## src/rtl/sprite_blit_ctrl_pkg.sv

```systemverilog
// Shared constants and FSM encoding for the bouncing-sprite blitter.
package sprite_blit_ctrl_pkg;

    localparam int         SCREEN_W   = 160;
    localparam int         SCREEN_H   = 120;
    localparam logic [2:0] COLOUR_FG  = 3'b111;
    localparam logic [2:0] COLOUR_BG  = 3'b000;
    localparam logic [7:0] POS_X_INIT = 8'd0;
    localparam logic [6:0] POS_Y_INIT = 7'd60;

    typedef enum logic [1:0] {
        IDLE  = 2'd0,
        ERASE = 2'd1,
        MOVE  = 2'd2,
        DRAW  = 2'd3
    } blit_state_t;

endpackage

```

## src/rtl/sprite_blit_ctrl_frame_tick_gen.sv

```systemverilog
// Frame-rate divider: one-cycle start pulse on every FRAMES_PER_STEP-th frame tick.
module frame_tick_gen
    import sprite_blit_ctrl_pkg::*;
#(
    parameter int TICK_DIV        = 833334,
    parameter int FRAMES_PER_STEP = 4
) (
    input  logic CLOCK_50,
    input  logic reset_n,
    output logic start
);

    logic [31:0] tick_cnt;
    logic [31:0] frame_cnt;
    logic        tick;

    assign tick = (tick_cnt == 32'(TICK_DIV - 1));

    always_ff @(posedge CLOCK_50 or negedge reset_n) begin
        if (!reset_n) begin
            tick_cnt  <= '0;
            frame_cnt <= '0;
            start     <= 1'b0;
        end else begin
            start <= 1'b0;
            if (tick) begin
                tick_cnt <= '0;
                if (frame_cnt == 32'(FRAMES_PER_STEP - 1)) begin
                    frame_cnt <= '0;
                    start     <= 1'b1;
                end else begin
                    frame_cnt <= frame_cnt + 32'd1;
                end
            end else begin
                tick_cnt <= tick_cnt + 32'd1;
            end
        end
    end

endmodule

```

## src/rtl/sprite_blit_ctrl.sv

```systemverilog
// Erase / move / redraw of a bouncing 1-bpp sprite into the vga_adapter framebuffer.
module sprite_blit_ctrl
    import sprite_blit_ctrl_pkg::*;
#(
    parameter int SPR_W           = 16,
    parameter int SPR_H           = 16,
    parameter int TICK_DIV        = 833334,
    parameter int FRAMES_PER_STEP = 4
) (
    input  logic                             CLOCK_50,
    input  logic                             reset_n,
    input  logic                             enable,
    output logic [$clog2(SPR_W*SPR_H)-1:0]   rom_addr,
    input  logic                             rom_q,
    output logic [7:0]                       x,
    output logic [6:0]                       y,
    output logic [2:0]                       colour,
    output logic                             plot,
    output logic                             busy
);

    localparam int         AW     = $clog2(SPR_W * SPR_H);
    localparam logic [7:0] X_MAX  = 8'(SCREEN_W - SPR_W);
    localparam logic [6:0] Y_MAX  = 7'(SCREEN_H - SPR_H);
    localparam logic [7:0] I_LAST = 8'(SPR_W - 1);
    localparam logic [6:0] J_LAST = 7'(SPR_H - 1);

    blit_state_t state;
    logic        start;
    logic [7:0]  pos_x;
    logic [6:0]  pos_y;
    logic        dir_x;      // 1 = moving towards larger coordinates
    logic        dir_y;
    logic [7:0]  pix_i;
    logic [6:0]  pix_j;
    logic [7:0]  next_i;
    logic [6:0]  next_j;
    logic        last_pix;
    logic        addr_done;
    logic [2:0]  colour_r;
    logic        vld_p1;

    frame_tick_gen #(
        .TICK_DIV        (TICK_DIV),
        .FRAMES_PER_STEP (FRAMES_PER_STEP)
    ) u_frame_tick_gen (
        .CLOCK_50 (CLOCK_50),
        .reset_n  (reset_n),
        .start    (start)
    );

    function automatic logic [AW-1:0] pix_addr(input logic [7:0] i, input logic [6:0] j);
        return AW'(32'(j) * SPR_W + 32'(i));
    endfunction

    assign last_pix = (pix_i == I_LAST) && (pix_j == J_LAST);
    assign next_i   = (pix_i == I_LAST) ? 8'd0 : pix_i + 8'd1;
    assign next_j   = (pix_i == I_LAST) ? pix_j + 7'd1 : pix_j;

    // ROM data arrives one cycle after its address, so draw colour is taken straight from rom_q
    assign colour = vld_p1 ? (rom_q ? COLOUR_FG : COLOUR_BG) : colour_r;

    always_ff @(posedge CLOCK_50 or negedge reset_n) begin
        if (!reset_n) begin
            state     <= IDLE;
            pos_x     <= POS_X_INIT;
            pos_y     <= POS_Y_INIT;
            dir_x     <= 1'b1;
            dir_y     <= 1'b0;
            pix_i     <= '0;
            pix_j     <= '0;
            addr_done <= 1'b0;
            rom_addr  <= '0;
            x         <= '0;
            y         <= '0;
            colour_r  <= COLOUR_BG;
            plot      <= 1'b0;
            vld_p1    <= 1'b0;
            busy      <= 1'b0;
        end else begin
            case (state)
                IDLE: begin
                    plot   <= 1'b0;
                    vld_p1 <= 1'b0;
                    if (start && enable) begin
                        state    <= ERASE;
                        busy     <= 1'b1;
                        pix_i    <= '0;
                        pix_j    <= '0;
                        x        <= pos_x;
                        y        <= pos_y;
                        colour_r <= COLOUR_BG;
                        plot     <= 1'b1;
                    end
                end
                ERASE: begin
                    if (last_pix) begin
                        state <= MOVE;
                        plot  <= 1'b0;
                    end else begin
                        pix_i <= next_i;
                        pix_j <= next_j;
                        x     <= pos_x + next_i;
                        y     <= pos_y + next_j;
                    end
                end
                MOVE: begin
                    state     <= DRAW;
                    pix_i     <= '0;
                    pix_j     <= '0;
                    addr_done <= 1'b0;
                    rom_addr  <= '0;
                    // A step that would leave the screen reverses and steps back instead
                    if (dir_x) begin
                        if (pos_x == X_MAX) begin dir_x <= 1'b0; pos_x <= pos_x - 8'd1; end
                        else pos_x <= pos_x + 8'd1;
                    end else begin
                        if (pos_x == 8'd0) begin dir_x <= 1'b1; pos_x <= pos_x + 8'd1; end
                        else pos_x <= pos_x - 8'd1;
                    end
                    if (dir_y) begin
                        if (pos_y == Y_MAX) begin dir_y <= 1'b0; pos_y <= pos_y - 7'd1; end
                        else pos_y <= pos_y + 7'd1;
                    end else begin
                        if (pos_y == 7'd0) begin dir_y <= 1'b1; pos_y <= pos_y + 7'd1; end
                        else pos_y <= pos_y - 7'd1;
                    end
                end
                DRAW: begin
                    if (addr_done) begin
                        state  <= IDLE;
                        busy   <= 1'b0;
                        plot   <= 1'b0;
                        vld_p1 <= 1'b0;
                    end else begin
                        x      <= pos_x + pix_i;
                        y      <= pos_y + pix_j;
                        plot   <= 1'b1;
                        vld_p1 <= 1'b1;
                        if (last_pix) begin
                            addr_done <= 1'b1;
                        end else begin
                            pix_i    <= next_i;
                            pix_j    <= next_j;
                            rom_addr <= pix_addr(next_i, next_j);
                        end
                    end
                end
                default: state <= IDLE;
            endcase
        end
    end

endmodule
```

## config.mk

```make
export PLATFORM = sky130hd
export DESIGN_NAME = sprite_blit_ctrl
export DESIGN_NICKNAME = d
export VERILOG_FILES = /design/src/rtl/sprite_blit_ctrl_pkg.sv /design/src/rtl/sprite_blit_ctrl_frame_tick_gen.sv /design/src/rtl/sprite_blit_ctrl.sv
export SDC_FILE = /design/constraint.sdc
export NUM_CORES = 1
export LEC_CHECK = 0
export BUFFER_PORTS_ARGS = -buffer_cell sky130_fd_sc_hd__buf_2
export CAP_MARGIN = 5
export CORE_MARGIN = 5
export CORE_UTILIZATION = 25
export DETAILED_ROUTE_END_ITERATION = 6
export PLACE_DENSITY = 0.44
export SLEW_MARGIN = 15
export SYNTH_ARGS = -nofsm -noshare
export SYNTH_HDL_FRONTEND = slang
export SYNTH_SLANG_ARGS = --single-unit
```

## constraint.sdc

```tcl
create_clock -name CLOCK_50 -period 4.3 [get_ports CLOCK_50]
set_input_delay 0.215 -clock CLOCK_50 [delete_from_list [all_inputs] [get_ports CLOCK_50]]
set_output_delay 0.215 -clock CLOCK_50 [all_outputs]
set_load 0.01 [all_outputs]
```

== Yosys cells after proc, flatten, opt, wreduce, memory -nomap -nowiden ==
Index checks and enable logic that the tools add are counted.
Storage, ports and cells
  flip-flop bits (word level): 126
Operators by class
  multiplexer cells: 54
  add/sub/neg operators: 13
  reductions and logical operators: 14
  equal/unequal tests: 15
Operator list (count)
  8-bit two-way mux: 12
  7-bit two-way mux: 10
  32-bit by 1-bit adder with 32-bit output (second input constant): 2
  32-bit two-way mux: 2
  32-bit by 2-bit == test with 1-bit output (second input constant): 1
  32-bit by 20-bit == test with 1-bit output (second input constant): 1
  8-bit case mux with 4 select lines: 1
  7-bit case mux with 4 select lines: 1
  8-bit adder: 3
  8-bit case mux with 3 select lines: 1
  7-bit case mux with 3 select lines: 1
  8-bit by 1-bit adder with 8-bit output (second input constant): 2
  8-bit case mux with 2 select lines: 1
  1-bit two-way mux: 15
  7-bit by 1-bit adder with 7-bit output (second input constant): 2
  7-bit adder: 2
  2-bit inequality test (second input constant): 6
  3-bit AND reduction: 3
  8-bit by 4-bit == test with 1-bit output (second input constant): 1
  8-bit == test (second input constant): 1
  8-bit logical NOT: 1
  2-bit case mux with 4 select lines: 1
  8-bit by 1-bit subtractor with 8-bit output (second input constant): 1
  7-bit by 4-bit == test with 1-bit output (second input constant): 1
  15 further kinds: 24

== Longest topological paths before layout ==
Gate-level depths: netlist of run 1.
  depth in word-level cells: 6
  depth in mapped cells: 15
  depth with buffers taken out: 14

== Modules after synthesis ==
Synthesis of run 1 repeated with hierarchy kept, for this count alone.
Second synthesis, totals
  cell total of the unflattened synthesis: 810
  area, all modules: 7696.1 um^2
Modules (own cells, without submodules)
  sprite_blit_ctrl: instances 1, area an instance 4375.4 um^2, cells an instance 490, seq. area each 1532.7 um^2
  frame_tick_gen: instances 1, area an instance 3320.7 um^2, cells an instance 320, seq. area each 1626.6 um^2

== Worst setup path after synthesis of run 1 ==
No wires, ideal clock.
  kind: register to register
  start point: reg pix_i[4]
  end point: reg y[6]
  library setup time: 95 ps
  cell stages (with the launch flop): 14
  slack: 875 ps
  period minus slack after synthesis: 3425 ps
  arrival time: 3330 ps
  data required time: 4205 ps
  cell sequence: dfrtp_1 -> clkbuf_1 -> or4_1 -> nor2_2 -> nand2_1 -> nor2_1 -> xor2_1 -> ha_1 -> nor2b_1 -> o31a_1 -> o311ai_0 -> mux2i_1 -> and3_1 -> o31ai_1
On the way
  longest elaborated chain between the ends: 5
RTL lines
  start, declared: RTL line sprite_blit_ctrl.sv:34  | logic [7:0] pix_i;
  start signal, assigned: RTL line sprite_blit_ctrl.sv:101  | pix_i <= next_i;
  start signal, assigned: RTL line sprite_blit_ctrl.sv:143  | pix_i <= next_i;
  8-bit by 4-bit == test with 1-bit output *: RTL line sprite_blit_ctrl.sv:56, sprite_blit_ctrl.sv:58
  7-bit two-way mux: RTL line sprite_blit_ctrl.sv:58  | assign next_j = (pix_i == I_LAST) ? pix_j + 7'd1 : pix_j;
  7-bit adder: RTL line sprite_blit_ctrl.sv:104  | y <= pos_y + next_j;
  7-bit two-way mux: RTL line sprite_blit_ctrl.sv:97  | if (last_pix) begin
  7-bit case mux with 3 select lines: RTL line sprite_blit_ctrl.sv:81  | case (state)
  end signal, assigned: RTL line sprite_blit_ctrl.sv:91  | y <= pos_y;
  end signal, assigned: RTL line sprite_blit_ctrl.sv:104
  end signal, assigned: RTL line sprite_blit_ctrl.sv:137  | y <= pos_y + pix_j;
  end, declared: RTL line sprite_blit_ctrl.sv:16  | output logic [6:0] y,
Mark *: on every way between the ends. The rest lies on a longest branch, timed or not. The select of a mux whose other input is x is not followed.
A chain may end at the register's enable or synchronous reset.

== Worst setup path after layout of run 1 ==
Ends and elaborated chain as after synthesis.

==> summary.md, run 1 <==
| Metric | Value |
|---|---|
| CP bufs+invs | `1` |
| Post-Synth XOR/XNOR Area | `11.2%` |
| Post-synthesis mux area share | `1.14%` |
| Dominant synthesized flop cell | `dfrtp_1` |
| Routed length per instance | `14.6 um` |
| Ys Warns | `0` |
| CP required | `4.62 ns` |
| CTS Buf Count | `17` |
| Row cnt | `62` |
| Critical Path Slowest Stage Cell | `nor4_1` |
| Via count | `5663` |
| Via density | `4.68` |
| Setup violators final | `0` |
| Largest family of logic cells by synthesized area | `simple AND/OR/NAND/NOR gates` |
| Global-route wire length before repair | `29700 um` |
| Mapped Cells | `789` |
| Crit start category | `register` |
| Number of diodes | `0` |
| Overall power | `2.70 mW` |
| Final HPWL DP | `12400 um` |
| Post-synth EDFFs | `0` |
| FMAX | `258 MHz` |
| Layout Skew | `0.0112 ns` |
| Initial antenna violation count | `0` |
| Slew Limit Headroom | `38.6%` |
| Initial DRT Pass Iterations | `4` |
| Avg Cell Area, Syn | `9.35 sq um` |
| Area growth syn-to-layout | `15.9%` |
| Simple-gate portion of the synthesized area | `22.5%` |
| Worst-Margin Slew | `0.921 ns` |
| Initial DRC Count | `305` |
| Core box area | `28900 sq um` |
| Fill cells | `3069` |
| CP top delay family | `simple AND/OR/NAND/NOR gates` |
| Hold Worst Slack | `0.108 ns` |
| Global placement routability congestion | `0.777` |
| Sum Neg Setup Slack | `0 ns` |
| CP Class | `register to register` |
| Largest net degree at the start of global routing | `95` |
| Total congestion overflow | `0` |
| Commonest non-fill, non-tap cells in the layout | `dfrtp_1 (121), nand2_1 (82), xnor2_1 (69)` |
| WP data arrival | `4.20 ns` |
| Boundary pin count | `32` |
| RSZ-0062 raised after global routing | `false` |
| DIE WIDTH | `182 um` |
| Layout Nets | `855` |
| Max VDD drop | `250 uV` |
| Total wire length | `17700 um` |
| Clock root buffer | `clkbuf_16` |
| Final antenna-violating net count | `0` |
| Post-synthesis sequential area ratio | `42.8%` |
| Crit-path max FO | `10` |
| CP most frequent cell | `nand2_1` |
| Final Hold Viols | `0` |
| DIE HEIGHT | `182 um` |
| CTS tree | `done` |
| Commonest non-fill, non-tap cell in the layout | `dfrtp_1` |
| Sink Count | `126` |
| Worst-path clk slew | `0.06 ns` |
| Ys async rst share | `100%` |
| Outcome | `finished clean` |
| Vias in the first global route | `5543` |
| Fin crit period | `3.88 ns` |
| Slew Viols, Final | `0` |
| Share of layout cells above drive strength 1 | `12.1%` |
| Die ar. | `33000 sq um` |
| Adder-cell share of the synthesized area | `6.58%` |
| Synth Cell Area | `7370 sq um` |
| Static Leak | `3.78 nW` |
| Number of unique standard cell types used by synthesis | `68` |
| #FFs+latches synth | `126` |
| Cell Chain, Critical Path | `nor4_1 -> nand2_1 -> nand2_1 -> nand2_1 -> mux2_2 -> inv_1 -> fa_1 -> nor2b_1 -> o31a_1 -> o311ai_0 -> mux2i_1 -> and3_1 -> o31ai_1` |
| Worst stage delay on the critical path | `0.68 ns` |
| Total GRT Usage | `11.0%` |
| Clock tree buffer depth | `2` |
| H-tree depth | `4` |
| Number of max-cap violations | `0` |
| Final setup margin | `0.420 ns` |
| Hold/Removal Path Class | `input port to register` |
| Pwr dens | `317 nW/um^2` |
| Post-synthesis compound-gate area fraction | `12.4%` |
| Buffers on Ports | `31` |
| Starting density of the core | `25.5%` |
| Tcrit/Tclk final | `90.2%` |
| DP Worst Slack | `0.490 ns` |
| Syn_nets | `830` |
| CP Capture Type | `register` |
| Worst-skew pair later-pin latency | `0.42 ns` |
| Drt drc | `0` |
==> area by class of cell <==
type                            count  area [sq um]  share of cell area [%]
Multi-Input combinational cell    600          3970                    46.4
Sequential cell                   126          3160                    37.0
Tap cell                          384           480                    5.62
Clock buffer                       18           429                    5.02
Timing Repair Buffer               41           239                    2.80
Clock inverter                     14           166                    1.95
Inverter                           28           105                    1.23
==> through the flow <==
| step | std cells | utilization [%] | area (sq um) |
|---|---|---|---|
| after floorplan | 789 | - | 7370 |
| after global placement | 1178 | 27.4 | 7940 |
| after detailed placement | 1178 | 27.4 | 7940 |
| after CTS | 1211 | 29.5 | 8540 |
| after global routing | 1211 | 29.5 | 8540 |
| final | 1211 | 29.5 | 8540 |
==> worst reg2reg max path: cells and delay by family, from the launching register on <==
family / cells / cell delay [ns]
adder cells (fa/ha/maj): 1 / 0.18
multiplexers: 2 / 0.49
AO/OA/AOI/OAI: 3 / 0.99
AND/OR/NAND/NOR: 6 / 1.56
buffers and inverters: 1 / 0.08
flip-flops: 1 / 0.49
==> report_power, final <==
part,internal (mW),switching [mW],total (mW),leakage (nW)
Combinational,0.00387,0.0262,0.0301,1.83
Sequential,1.19,0,1.19,1.67
Clock,0.911,0.578,1.49,0.282
Total,2.10,0.604,2.70,3.78
==> logic make-up after synthesis <==
family	Yosys count
compound gates	146
xor+xnor	94
fa+ha+maj	37
buf+inv	63
flops	126
mux	8
simple gates	315
==> registers in the layout, indices dropped and copies added, names as in the netlist, 2 cells and up <==
register                    flops
u_frame_tick_gen.frame_cnt     32
u_frame_tick_gen.tick_cnt      32
pix_i                           8
pos_x                           8
rom_addr                        8
x                               8
pix_j                           7
pos_y                           7
y                               7
state                           2
==> final timing paths <==
| check | from | endpoint | slack (ns) | cells past startpoint |
|---|---|---|---|---|
| hold reg to reg | y[3] | y[3] | 0.47 | 2 |
| hold / removal | enable | plot | 0.11 | 3 |
| min in group asynchronous | reset_n | y[3] | 0.47 | 2 |
| setup / recovery | pix_i[4] | y[6] | 0.42 | 13 |
| max in group asynchronous | reset_n | u_frame_tick_gen.frame_cnt[23] | 2.78 | 3 |
| setup reg to reg | pix_i[4] | y[6] | 0.42 | 13 |
==> cell usage after synthesis, types with 7 or more instances <==
cell type / n / area share (%)
a21o_1: 8 / 0.81
ha_1: 34 / 5.8
o21ai_0: 54 / 3.7
nor4_1: 15 / 1.3
nor3_1: 13 / 0.88
nand2b_1: 16 / 1.4
and3_1: 13 / 1.1
nand3_1: 49 / 3.3
buf_2: 7 / 0.48
o31ai_1: 14 / 1.4
xor2_1: 25 / 3.0
nand2_1: 82 / 4.2
nor2_1: 64 / 3.3
inv_1: 28 / 1.4
nand4_1: 16 / 1.4
a21oi_1: 22 / 1.5
clkbuf_1: 24 / 1.2
and2_1: 7 / 0.59
dfrtp_1: 121 / 41
xnor2_1: 69 / 8.2
a31oi_1: 9 / 0.76
==> metal layers <==
layer / vias up / share of wire [%] / track usage (%)
met3: 22 / 3.2 / 2.66
met2: 72 / 45 / 17.4
met4: 0 / 1.4 / 3.24
met1: 2738 / 50 / 15.1
li1: 2831 / - / -
met5: - / 0 / 0
==> what timing repair did <==
action | in CTS | in global routing
hold buffers | 1 | 0
resized for setup | 0 | 0
buffers inserted | 0 | 0
endpoints found under the hold margin | 88 | 0
No activity file was read; power rests on OpenSTA's default activity.
==> run 2: changes to the inputs <==
==> constraint.sdc (replaced) <==
create_clock -name CLOCK_50 -period 3.8 [get_ports CLOCK_50]
set_input_delay 0.19 -clock CLOCK_50 [delete_from_list [all_inputs] [get_ports CLOCK_50]]
set_output_delay 0.19 -clock CLOCK_50 [all_outputs]
set_load 0.01 [all_outputs]
==> run 2 against run 1 <==
Worst setup slack got worse by 0.16 ns. Critical path depth is 1 lower. Highest routed layer unchanged. Worst hold slack lost 0.0081 ns.
==> summary.md, run 2 (synthesis results as in run 1) <==
| Metric | Value |
|---|---|
| Outcome | `finished clean (unchanged)` |
| Starting density of the core | `25.5% (unchanged)` |
| Layout Nets | `860 (was 855)` |
| DIE HEIGHT | `182 um (unchanged)` |
| Commonest non-fill, non-tap cell in the layout | `dfrtp_1 (unchanged)` |
| Initial DRT Pass Iterations | `4 (unchanged)` |
| Routed length per instance | `14.7 um (was 14.6 um)` |
| Critical Path Slowest Stage Cell | `or4_1 (was nor4_1)` |
| Global placement routability congestion | `0.787 (was 0.777)` |
| Sum Neg Setup Slack | `0 ns (unchanged)` |
| Total GRT Usage | `11.2% (was 11.0%)` |
| CP bufs+invs | `1 (unchanged)` |
| Overall power | `3.24 mW (was 2.70 mW)` |
| Row cnt | `62 (unchanged)` |
| CP top delay family | `simple AND/OR/NAND/NOR gates (unchanged)` |
| Hold/Removal Path Class | `input port to register (unchanged)` |
| Buffers on Ports | `31 (unchanged)` |
| Final Hold Viols | `0 (unchanged)` |
| Worst-Margin Slew | `0.827 ns (was 0.921 ns)` |
| Fin crit period | `3.54 ns (was 3.88 ns)` |
| CTS Buf Count | `17 (unchanged)` |
| Layout Skew | `0.0115 ns (was 0.0112 ns)` |
| H-tree depth | `4 (unchanged)` |
| DP Worst Slack | `0.168 ns (was 0.490 ns)` |
| Final antenna-violating net count | `0 (unchanged)` |
| Clock tree buffer depth | `2 (unchanged)` |
| CTS tree | `done (unchanged)` |
| Top Registers | `u_frame_tick_gen.frame_cnt x32, u_frame_tick_gen.tick_cnt x32 (unchanged)` |
| Total wire length | `17900 um (was 17700 um)` |
| FMAX | `283 MHz (was 258 MHz)` |
| Global-route wire length before repair | `30000 um (was 29700 um)` |
| Via count | `5642 (was 5663)` |
| RSZ-0062 raised after global routing | `false (unchanged)` |
| DIE WIDTH | `182 um (unchanged)` |
| Slew Viols, Final | `0 (unchanged)` |
| Die ar. | `33000 sq um (unchanged)` |
| Crit-path max FO | `10 (unchanged)` |
| Final HPWL DP | `12800 um (was 12400 um)` |
| Crit start category | `register (unchanged)` |
| Core box area | `28900 sq um (unchanged)` |
| Share of layout cells above drive strength 1 | `13.0% (was 12.1%)` |
| Initial DRC Count | `318 (was 305)` |
| Slew Limit Headroom | `44.8% (was 38.6%)` |
| Boundary pin count | `32 (unchanged)` |
| Pwr dens | `374 nW/um^2 (was 317 nW/um^2)` |
| Static Leak | `3.84 nW (was 3.78 nW)` |
| Sink Count | `126 (unchanged)` |
| Cell area after layout | `8660 sq um (was 8540 sq um)` |
| Worst stage delay on the critical path | `0.58 ns (was 0.68 ns)` |
| Worst-path clk slew | `0.06 ns (about the same)` |
| Setup violators final | `0 (unchanged)` |
| CP required | `4.15 ns (was 4.62 ns)` |
| WP data arrival | `3.89 ns (was 4.20 ns)` |
| Tcrit/Tclk final | `93.1% (was 90.2%)` |
| Via density | `4.64 (was 4.68)` |
| Final setup margin | `0.261 ns (was 0.420 ns)` |
| Worst-skew pair later-pin latency | `0.42 ns (about the same)` |
| Total congestion overflow | `0 (unchanged)` |
| Drt drc | `0 (unchanged)` |
| Commonest non-fill, non-tap cells in the layout | `dfrtp_1 (121), nand2_1 (82), xnor2_1 (69) (unchanged)` |
| Max VDD drop | `310 uV (was 250 uV)` |
| Number of max-cap violations | `0 (unchanged)` |
| Placed Instance Area | `7980 sq um (was 7940 sq um)` |
| Initial antenna violation count | `0 (unchanged)` |
| Area growth syn-to-layout | `17.4% (was 15.9%)` |
| CP Capture Type | `register (unchanged)` |
| CP Class | `register to register (unchanged)` |
| Largest net degree at the start of global routing | `77 (was 95)` |
| Cell Chain, Critical Path | `or4_1 -> nor2_2 -> buf_4 -> nor2_1 -> o21ai_0 -> o21ai_0 -> ha_1 -> or4_1 -> o22ai_1 -> mux2_2 -> o31a_1 -> nand3_1 (was nor4_1 -> nand2_1 -> nand2_1 -> nand2_1 -> mux2_2 -> inv_1 -> fa_1 -> nor2b_1 -> o31a_1 -> o311ai_0 -> mux2i_1 -> and3_1 -> o31ai_1)` |
| Number of diodes | `0 (unchanged)` |
| Clock root buffer | `clkbuf_16 (unchanged)` |
| Vias in the first global route | `5489 (was 5543)` |
[run 2: worst reg2reg max path, stage by stage (launching register included)]
cell	delay [ns]
dfrtp_1	0.48
or4_1	0.58
nor2_2	0.21
buf_4	0.18
nor2_1	0.05
o21ai_0	0.13
o21ai_0	0.16
ha_1	0.27
or4_1	0.50
o22ai_1	0.23
mux2_2	0.38
o31a_1	0.23
nand3_1	0.07
[run 2: power breakdown]
group	switching [mW]	internal (mW)	leakage (nW)
logic	0.0302	0.00507	1.85
clock network	0.661	1.20	0.320
registers	0	1.34	1.67
total	0.691	2.54	3.84
[run 2: final timing paths]
check                          from                             end  slack (ns)  cells after the start
min reg2reg                    x[3]                            x[3]        0.47                      2
min                          enable                            plot        0.10                      3
max in group asynchronous   reset_n  u_frame_tick_gen.frame_cnt[17]        2.49                      3
max                        pix_i[4]                            x[7]        0.26                     12
max reg2reg                pix_i[4]                            x[7]        0.26                     12
min in group asynchronous   reset_n                            x[2]        0.38                      2
[run 2: cell type report]
class	count	area, sq um
Inverter	28	105
Tap cell	384	480
Multi-Input combinational cell	600	3970
Timing Repair Buffer	46	277
Sequential cell	126	3160
Fill cell	3048	20300
Clock buffer	18	439
Clock inverter	14	229
[run 2: per-layer routing]
metal | vias to the layer above | part of all wire (%) | track usage, % | wire length, um
met5 | - | 0 | 0 | 0
met4 | 0 | 1.6 | 3.45 | 289
met3 | 13 | 2.9 | 2.54 | 522
met2 | 76 | 44 | 17.0 | 7950
met1 | 2705 | 51 | 15.8 | 9120
li1 | 2848 | - | - | -
[run 2: what timing repair did]
item / 4_1_cts / 5_1_grt
endpoints found under the setup margin: 0 / 2
hold endpoints to repair: 69 / 0
buffers inserted: 0 / 0
hold buffers: 1 / 0
gates resized for setup: 0 / 4
[run 2: through the flow]
stage / cells / hold slack [ns] / utilization (%)
3_5_place_dp: 1183 / 0.280 / 27.6
2_1_floorplan: 789 / -0.106 / -
5_1_grt: 1216 / 0.0770 / 29.9
3_3_place_gp: 1183 / 0.295 / 27.6
6_report: 1216 / 0.100 / 29.9
4_1_cts: 1216 / 0.0683 / 29.9
